==> config.mk <==
export PLATFORM = sky130hd
export DESIGN_NAME = clock_set_ctrl
export DESIGN_NICKNAME = d
export VERILOG_FILES = /design/src/rtl/clock_ctrl_pkg.sv /design/src/rtl/counter_modulo.sv /design/src/rtl/clock_set_ctrl.sv
export SDC_FILE = /design/constraint.sdc
export NUM_CORES = 1
export LEC_CHECK = 0
export CELL_PAD_IN_SITES_DETAIL_PLACEMENT = 1
export CELL_PAD_IN_SITES_GLOBAL_PLACEMENT = 1
export CORE_MARGIN = 3
export CORE_UTILIZATION = 41
export CTS_CLUSTER_DIAMETER = 40
export DETAILED_ROUTE_END_ITERATION = 10
export MAX_ROUTING_LAYER = met4
export PLACE_DENSITY_LB_ADDON = 0.3
export SETUP_SLACK_MARGIN = 0.02
export SYNTH_ARGS = -nofsm -noshare
export SYNTH_HDL_FRONTEND = slang
export SYNTH_SLANG_ARGS = --single-unit
==> constraint.sdc <==
create_clock -name clk -period 2.55 [get_ports clk]
set_clock_uncertainty 0.05 [all_clocks]
set_input_delay 0.255 -clock clk [delete_from_list [all_inputs] [get_ports clk]]
set_output_delay 0.255 -clock clk [all_outputs]
set_load 0.05 [all_outputs]
==> src/rtl/clock_ctrl_pkg.sv <==
// Shared types and limits for the settable time-of-day clock.
package clock_ctrl_pkg;

    typedef enum logic [1:0] {
        MODE_RUN     = 2'd0,
        MODE_SET_HR  = 2'd1,
        MODE_SET_MIN = 2'd2
    } mode_t;

    localparam logic [5:0] SEC_MAX   = 6'd59;
    localparam logic [5:0] MIN_MAX   = 6'd59;
    localparam logic [4:0] HOURS_MAX = 5'd23;

    function automatic logic [5:0] inc_mod60(input logic [5:0] v);
        return (v >= SEC_MAX) ? 6'd0 : v + 6'd1;
    endfunction

    function automatic logic [4:0] inc_mod24(input logic [4:0] v);
        return (v >= HOURS_MAX) ? 5'd0 : v + 5'd1;
    endfunction

endpackage

==> src/rtl/counter_modulo.sv <==
// Modulo-N counter with a registered tick aligned to the cycle the count is N-1.
module counter_modulo #(
    parameter int N = 4,
    parameter int W = (N > 1) ? $clog2(N) : 1
) (
    input  logic clk,
    input  logic rst,
    input  logic en,
    output logic tick
);

    localparam logic [W-1:0] LAST = W'(N - 1);

    logic [W-1:0] count_r;
    logic [W-1:0] count_next_s;

    // Next count with wrap at N-1.
    always_comb begin
        count_next_s = count_r;
        if (count_r == LAST) begin
            count_next_s = '0;
        end else begin
            count_next_s = count_r + W'(1);
        end
    end

    // Tick is registered together with the count it describes.
    always_ff @(posedge clk or posedge rst) begin
        if (rst) begin
            count_r <= '0;
            tick    <= 1'b0;
        end else if (en) begin
            count_r <= count_next_s;
            tick    <= (count_next_s == LAST);
        end else begin
            count_r <= count_r;
            tick    <= 1'b0;
        end
    end

endmodule

==> src/rtl/clock_set_ctrl.sv <==
// Time-of-day clock with a three-state mode FSM for setting hours and minutes.
module clock_set_ctrl
    import clock_ctrl_pkg::*;
#(
    parameter int TICKS_PER_SEC = 50_000_000
) (
    input  logic       clk,
    input  logic       reset,
    input  logic       btn_mode,
    input  logic       btn_inc,
    output logic [4:0] hours,
    output logic [5:0] minutes,
    output logic [5:0] seconds,
    output logic [1:0] mode,
    output logic       sec_tick,
    output logic       blink
);

    localparam int BW = (TICKS_PER_SEC > 1) ? $clog2(TICKS_PER_SEC) : 1;
    localparam logic [BW-1:0] BLINK_LAST = BW'(TICKS_PER_SEC - 1);
    localparam logic [BW-1:0] BLINK_HALF = BW'(TICKS_PER_SEC / 2);

    mode_t         mode_r;
    mode_t         mode_next_s;
    logic [BW-1:0] blink_cnt_r;
    logic [BW-1:0] blink_cnt_next_s;
    logic          blink_next_s;
    logic          presc_rst_s;

    // Prescaler is held cleared whenever the clock is being set.
    assign presc_rst_s = reset | (mode_r != MODE_RUN);

    counter_modulo #(
        .N (TICKS_PER_SEC)
    ) u_prescaler (
        .clk  (clk),
        .rst  (presc_rst_s),
        .en   (mode_r == MODE_RUN),
        .tick (sec_tick)
    );

    assign mode = mode_r;

    // Mode sequencing, blink counter and registered blink value.
    always_comb begin
        mode_next_s      = mode_r;
        blink_cnt_next_s = blink_cnt_r;
        case (mode_r)
            MODE_RUN:     mode_next_s = btn_mode ? MODE_SET_HR  : MODE_RUN;
            MODE_SET_HR:  mode_next_s = btn_mode ? MODE_SET_MIN : MODE_SET_HR;
            MODE_SET_MIN: mode_next_s = btn_mode ? MODE_RUN     : MODE_SET_MIN;
            default:      mode_next_s = MODE_RUN;
        endcase
        // The blink phase restarts from zero on every entry into the set states.
        if ((mode_r == MODE_RUN) || (mode_next_s == MODE_RUN)) begin
            blink_cnt_next_s = '0;
        end else if (blink_cnt_r == BLINK_LAST) begin
            blink_cnt_next_s = '0;
        end else begin
            blink_cnt_next_s = blink_cnt_r + BW'(1);
        end
        blink_next_s = (mode_next_s == MODE_RUN) || (blink_cnt_next_s < BLINK_HALF);
    end

    // FSM state and time-of-day registers.
    always_ff @(posedge clk or posedge reset) begin
        if (reset) begin
            mode_r      <= MODE_RUN;
            hours       <= 5'd0;
            minutes     <= 6'd0;
            seconds     <= 6'd0;
            blink_cnt_r <= '0;
            blink       <= 1'b1;
        end else begin
            mode_r      <= mode_next_s;
            blink_cnt_r <= blink_cnt_next_s;
            blink       <= blink_next_s;
            case (mode_r)
                MODE_RUN: begin
                    if (sec_tick) begin
                        seconds <= inc_mod60(seconds);
                        if (seconds == SEC_MAX) begin
                            minutes <= inc_mod60(minutes);
                            if (minutes == MIN_MAX) begin
                                hours <= inc_mod24(hours);
                            end
                        end
                    end
                end
                MODE_SET_HR: begin
                    if (!btn_mode && btn_inc) begin
                        hours <= inc_mod24(hours);
                    end
                end
                MODE_SET_MIN: begin
                    if (btn_mode) begin
                        seconds <= 6'd0;
                    end else if (btn_inc) begin
                        minutes <= inc_mod60(minutes);
                    end
                end
                default: begin
                    hours <= hours;
                end
            endcase
        end
    end

endmodule

# == Word-level counts from Yosys, hierarchy flattened ==
# Cells that the tools add are included.
# op_classes
reduce_logical,12
eq_ne,14
muxes,24
n_mul,0
n_addsub,5
div,0
order_cmp,4
shifts,0
n_bitwise,1
# ops
op,count
26-bit equality test (second input constant),3
26-bit 2-to-1 mux,3
26-bit by 1-bit adder with 26-bit output (second input constant),2
6-bit 2-to-1 mux,8
26-bit by 25-bit less-than comparator with 1-bit output (second input constant),1
5-bit 2-to-1 mux,5
6-bit case mux with 2 select lines,2
2-bit != test (second input constant),7
6-bit by 1-bit adder with 6-bit output (second input constant),2
6-bit equality test (second input constant),2
6-bit >= comparator (second input constant),2
5-bit case mux with 2 select lines,1
5-bit AND reduction,2
2-bit case mux with 3 select lines,1
2-bit nonzero test,3
5-bit by 1-bit adder with 5-bit output (second input constant),1
5-bit >= comparator (second input constant),1
2-bit logical NOT,2
2-bit 2-to-1 mux,2
3-bit AND reduction,1
2-bit by 1-bit equality test with 1-bit output (second input constant),1
2-bit equality test (second input constant),1
1-bit logical OR,2
1-bit 2-to-1 mux,2
3 further kinds,3
# word_totals
n_memories,0
rom_bits,0
reg_bits,73
input_bits,4
ram_bits,0
word_cells,68
out_inout_bits,21
latchBits,0

# == Longest topological paths before layout ==
# depth
word_depth,7
mapped_depth,10
mapped_depth_nobuf,8

# == Cells and area by module ==
# Synthesis repeated with hierarchy kept, for this count alone.
# unflattened
hier_cells,513
hier_area_um2,4528.1
# modules_own_cells
module,cells_per_inst,instances,area_each_um2,seq_area_each_um2
clock_set_ctrl,298,1,2703.8,1152.4
counter_modulo,215,1,1824.2,675.6

# == Least setup slack after synthesis ==
# Ideal clock, no wire load.
# synth_timing
kind,reg2reg
from,reg u_prescaler.count_r[1]
to,reg u_prescaler.tick
required_time_ns,2.420
arrival_ns,2.707
path_slack_ns,-0.287
setup_time_ns,0.080
n_path_buf,1
path_stages_with_launch,10
period_less_slack_ns,2.837
cell_sequence,dfrtp_1 > ha_1 > nand3_2 > or4_4 > or3_1 > buf_2 > or4_4 > xnor2_2 > nand4_1 > nor3_2
# synth_between
elab_chain_cells,4
elab_cells_between_ends,5
cone_classes,1 x add/sub; 2 x eq/ne; 2 x mux
# synth_rtl
item,line_no,text
from (decl),counter_modulo.sv:14,logic [W-1:0] count_r;
from (signal assigned),counter_modulo.sv:33,count_r <= count_next_s;
from (signal assigned),counter_modulo.sv:36,count_r <= count_r;
26-bit by 1-bit adder with 26-bit output or 26-bit equality test (tied branches),"counter_modulo.sv:23, counter_modulo.sv:20",
26-bit 2-to-1 mux *,counter_modulo.sv:20,if (count_r == LAST) begin
26-bit equality test *,counter_modulo.sv:34,tick <= (count_next_s == LAST);
1-bit 2-to-1 mux *,counter_modulo.sv:32,end else if (en) begin
to (signal assigned),counter_modulo.sv:34,
to (decl),counter_modulo.sv:9,output logic tick
# Mark *: on every way between the ends. The rest lies on a longest branch, timed or not.
# A chain may end at the register's enable or synchronous reset.

# == Worst setup path in the final report ==
# layout_timing
from,reg u_prescaler.count_r[0]
to,reg u_prescaler.count_r[22]
# layout_between
elab_chain_cells,2
elab_cells_between_ends,3
cone_classes,1 x add/sub; 1 x eq/ne; 1 x mux
# layout_rtl
item,line_no
26-bit by 1-bit adder with 26-bit output or 26-bit equality test (tied branches),"counter_modulo.sv:23, counter_modulo.sv:20"
26-bit 2-to-1 mux *,counter_modulo.sv:20
# Marked as above.

==> metrics.yaml <==
hold_class: "input pin to async pin"
path_cells: "ha_4 -> nand3_2 -> or4_4 -> or3_4 -> or4_4 -> buf_4 -> mux2i_1 -> o21ai_1"
finalNetCount: 544
drc: 0
globalRouteMet3Util: 0.0300
yosysMostFrequentCell: "dfrtp_1"
cts_tree: "built"
vias: 3876
drv_cap: 0
cts_num_sinks: 73
r2r_cells: 8
cts_buffer_depth: 2
cp.required_ns: 2.75
initial_core_util: 0.426
post-route-period-util: 0.979
syn2layout_area_growth_pct: 20.2
fmax_mhz: 401
arrival_ns: 2.70
crit_path_frequent_cell: "or4_4"
placementRows: 36
grt_busiest_layer: "met2"
grt_antenna_before_repair: 0
synthTopCellsByCount: "72 x dfrtp_1, 56 x nand2_1, 51 x nor2_1, 47 x o21ai_0, 24 x xnor2_1"
avgSynthCellArea_um2: 8.69
grt_pass1_wl_um: 19800
numCtsBuffers: 9
diodes: 0
crit_path_start_kind: "flop"
ir_drop_uv: 436
grt_overflow_total: 0
grt_use_total: 0.220
critPathTopFamily: "simple AND/OR/NAND/NOR gates"
slew_headroom: 0.482
post-dp-hpwl_um: 8290
holdBufCountCts: 0
critPathKind: "flop to flop"
synthTopCellsByArea: "dfrtp_1 43%, o21ai_0 5.6%, nand2_1 5.0%"
gp_congestion: 0.813
yosys.area.top_type_share: 0.427
power.density_nw_per_um2: 829
portBuffers: 24
synth.yosys.warnings: 0
grt_use_met1: 0.273
synth_area_um2: 4220
async_flop_share: 1.00
worstSkewPairLatency_ns: 0.37
fin_crit_ns: 2.50
cp_num_buf_inv: 1
synth_edf_count: 0
routedWlPerCell_um: 17.2
yosys_register_bits: 73
grt_pass1_vias: 4060
viasPerCell: 5.76
leakagePower_nw: 1.97
ys.flop_type: "dfrtp_1"
dr.pass1.iters: 4
status: "completed"
dieArea_um2: 11600
critPathMaxStageDelay_ns: 0.52
drt_iter0_markers: 130
path_max_fanout: 4
syn_inst: 486
grtUsageMet2: 0.364
setup_violations: 0
ant_nets: 0
rsz0062_at_grt: "yes"
end_kind: "flop"
yosysTopAreaCell: "dfrtp_1"
routed_wl_um: 11500
cp_num_cells: 8
layout-drive-gt1-share: 0.144
io_pins: 25
die_h_um: 107
placed_cell_area_um2: 4800
yosysSeqAreaShare: 0.433
clk_pin_slew_ns: 0.09
finalInstanceArea_um2: 5080
fin_util: 0.512
die_w_um: 107
slowest_stage: "or4_4"
finalHoldViolCount: 0
core_um2: 9910
cts-root-buf: "clkbuf_8"
yosysUniqueCellTypes: 59
drv_slew: 0
grt_max_degree: 41
syn_nets: 495
htree_num_levels: 3
tightestPinTransition_ns: 0.770
[logic make-up (layout without fill, tap and decap cells)]
group                      after synthesis  count (layout)  share of synthesized area
AOI/OAI and AO/OA                      111             111                      0.160
xor gates and xnor gates                38              38                     0.0806
adders and majority gates                5               5                     0.0148
buffers and inverters                   29              83                     0.0270
DFF                                     73              73                      0.433
muxes                                    2               2                    0.00504
and+or+nand+nor                        228             228                      0.280
[what timing repair did]
action                                  CTS  global route
gates resized for setup                   0             7
setup buffers                             0             5
endpoints found under the setup margin    0             7
[area by class of cell]
type	instances	area [um^2]
Clock inverter	7	80.1
Clock buffer	9	124
Tap cell	133	166
Inverter	5	18.8
Fill cell	1189	4830
Timing Repair Buffer	62	526
Multi-Input combinational cell	384	2330
Sequential cell	73	1830
[sequential cells by signal, summed over array words and instances, names as in the netlist]
| register | flops |
|---|---|
| blink | 1 |
| minutes | 6 |
| mode | 2 |
| hours | 5 |
| u_prescaler.tick | 1 |
| u_prescaler.count_r | 26 |
| blink_cnt_r | 26 |
| seconds | 6 |
[through the flow]
| step | TNS (ns) | power (mW) | hold WS [ns] | instances | setup WS (ns) |
|---|---|---|---|---|---|
| after global placement | 0 | 3.17 | 0.413 | 652 | 0.109 |
| final | 0 | 4.21 | 0.112 | 673 | 0.0546 |
| after CTS | 0 | 4.21 | 0.112 | 668 | 0.0317 |
| after detailed placement | 0 | 3.24 | 0.421 | 652 | 0.0637 |
| after global routing | -0.0752 | 4.45 | 0.127 | 673 | -0.0484 |
| after floorplan | 0 | 2.57 | 0.322 | 486 | 0.0154 |
[worst paths after layout]
check	slack, ns	endpoint	start
setup / recovery	0.05	u_prescaler.count_r[22]$_DFFE_PP0N_	u_prescaler.count_r[0]$_DFFE_PP0N_
hold / removal	0.11	blink_cnt_r[12]$_DFF_PP0_	reset
setup reg to reg	0.05	u_prescaler.count_r[22]$_DFFE_PP0N_	u_prescaler.count_r[0]$_DFFE_PP0N_
hold reg to reg	0.44	u_prescaler.count_r[25]$_DFFE_PP0N_	u_prescaler.count_r[25]$_DFFE_PP0N_
max in group asynchronous	0.99	u_prescaler.count_r[1]$_DFFE_PP0N_	mode[0]$_DFF_PP0_
min in group clk	0.44	u_prescaler.count_r[25]$_DFFE_PP0N_	u_prescaler.count_r[25]$_DFFE_PP0N_
[metal layers]
layer  share of wire  vias to the layer above
met2            0.50                       38
li1                -                     1860
met5               0                        -
met4           0.018                        0
met3           0.019                       16
met1            0.46                     1962
[placed cells by master, fill, tap and decap left out, types with 3 or more instances in the layout]
cell             instances
a21o_1                   5
a21oi_1                 20
a31oi_1                  3
and3_1                   8
and4_1                   4
buf_4                   38
clkbuf_8                 9
clkdlybuf4s50_1         24
clkinv_4                 3
dfrtp_1                 70
ha_1                     4
inv_1                    4
nand2_1                 56
nand3_1                 22
nand4_1                 19
nand4b_1                 3
nor2_1                  50
nor2b_1                  9
nor3_1                  14
nor3b_1                  4
nor4_1                   8
o21a_1                   3
o21ai_0                 47
o31ai_1                  9
or3_1                    6
xnor2_1                 24
xor2_1                  13
[power breakdown]
group	internal (mW)	switching, mW
Combinational	0.604	1.13
Clock	0.460	0.501
Sequential	1.30	0.212
No activity file was read; power rests on OpenSTA's default activity.
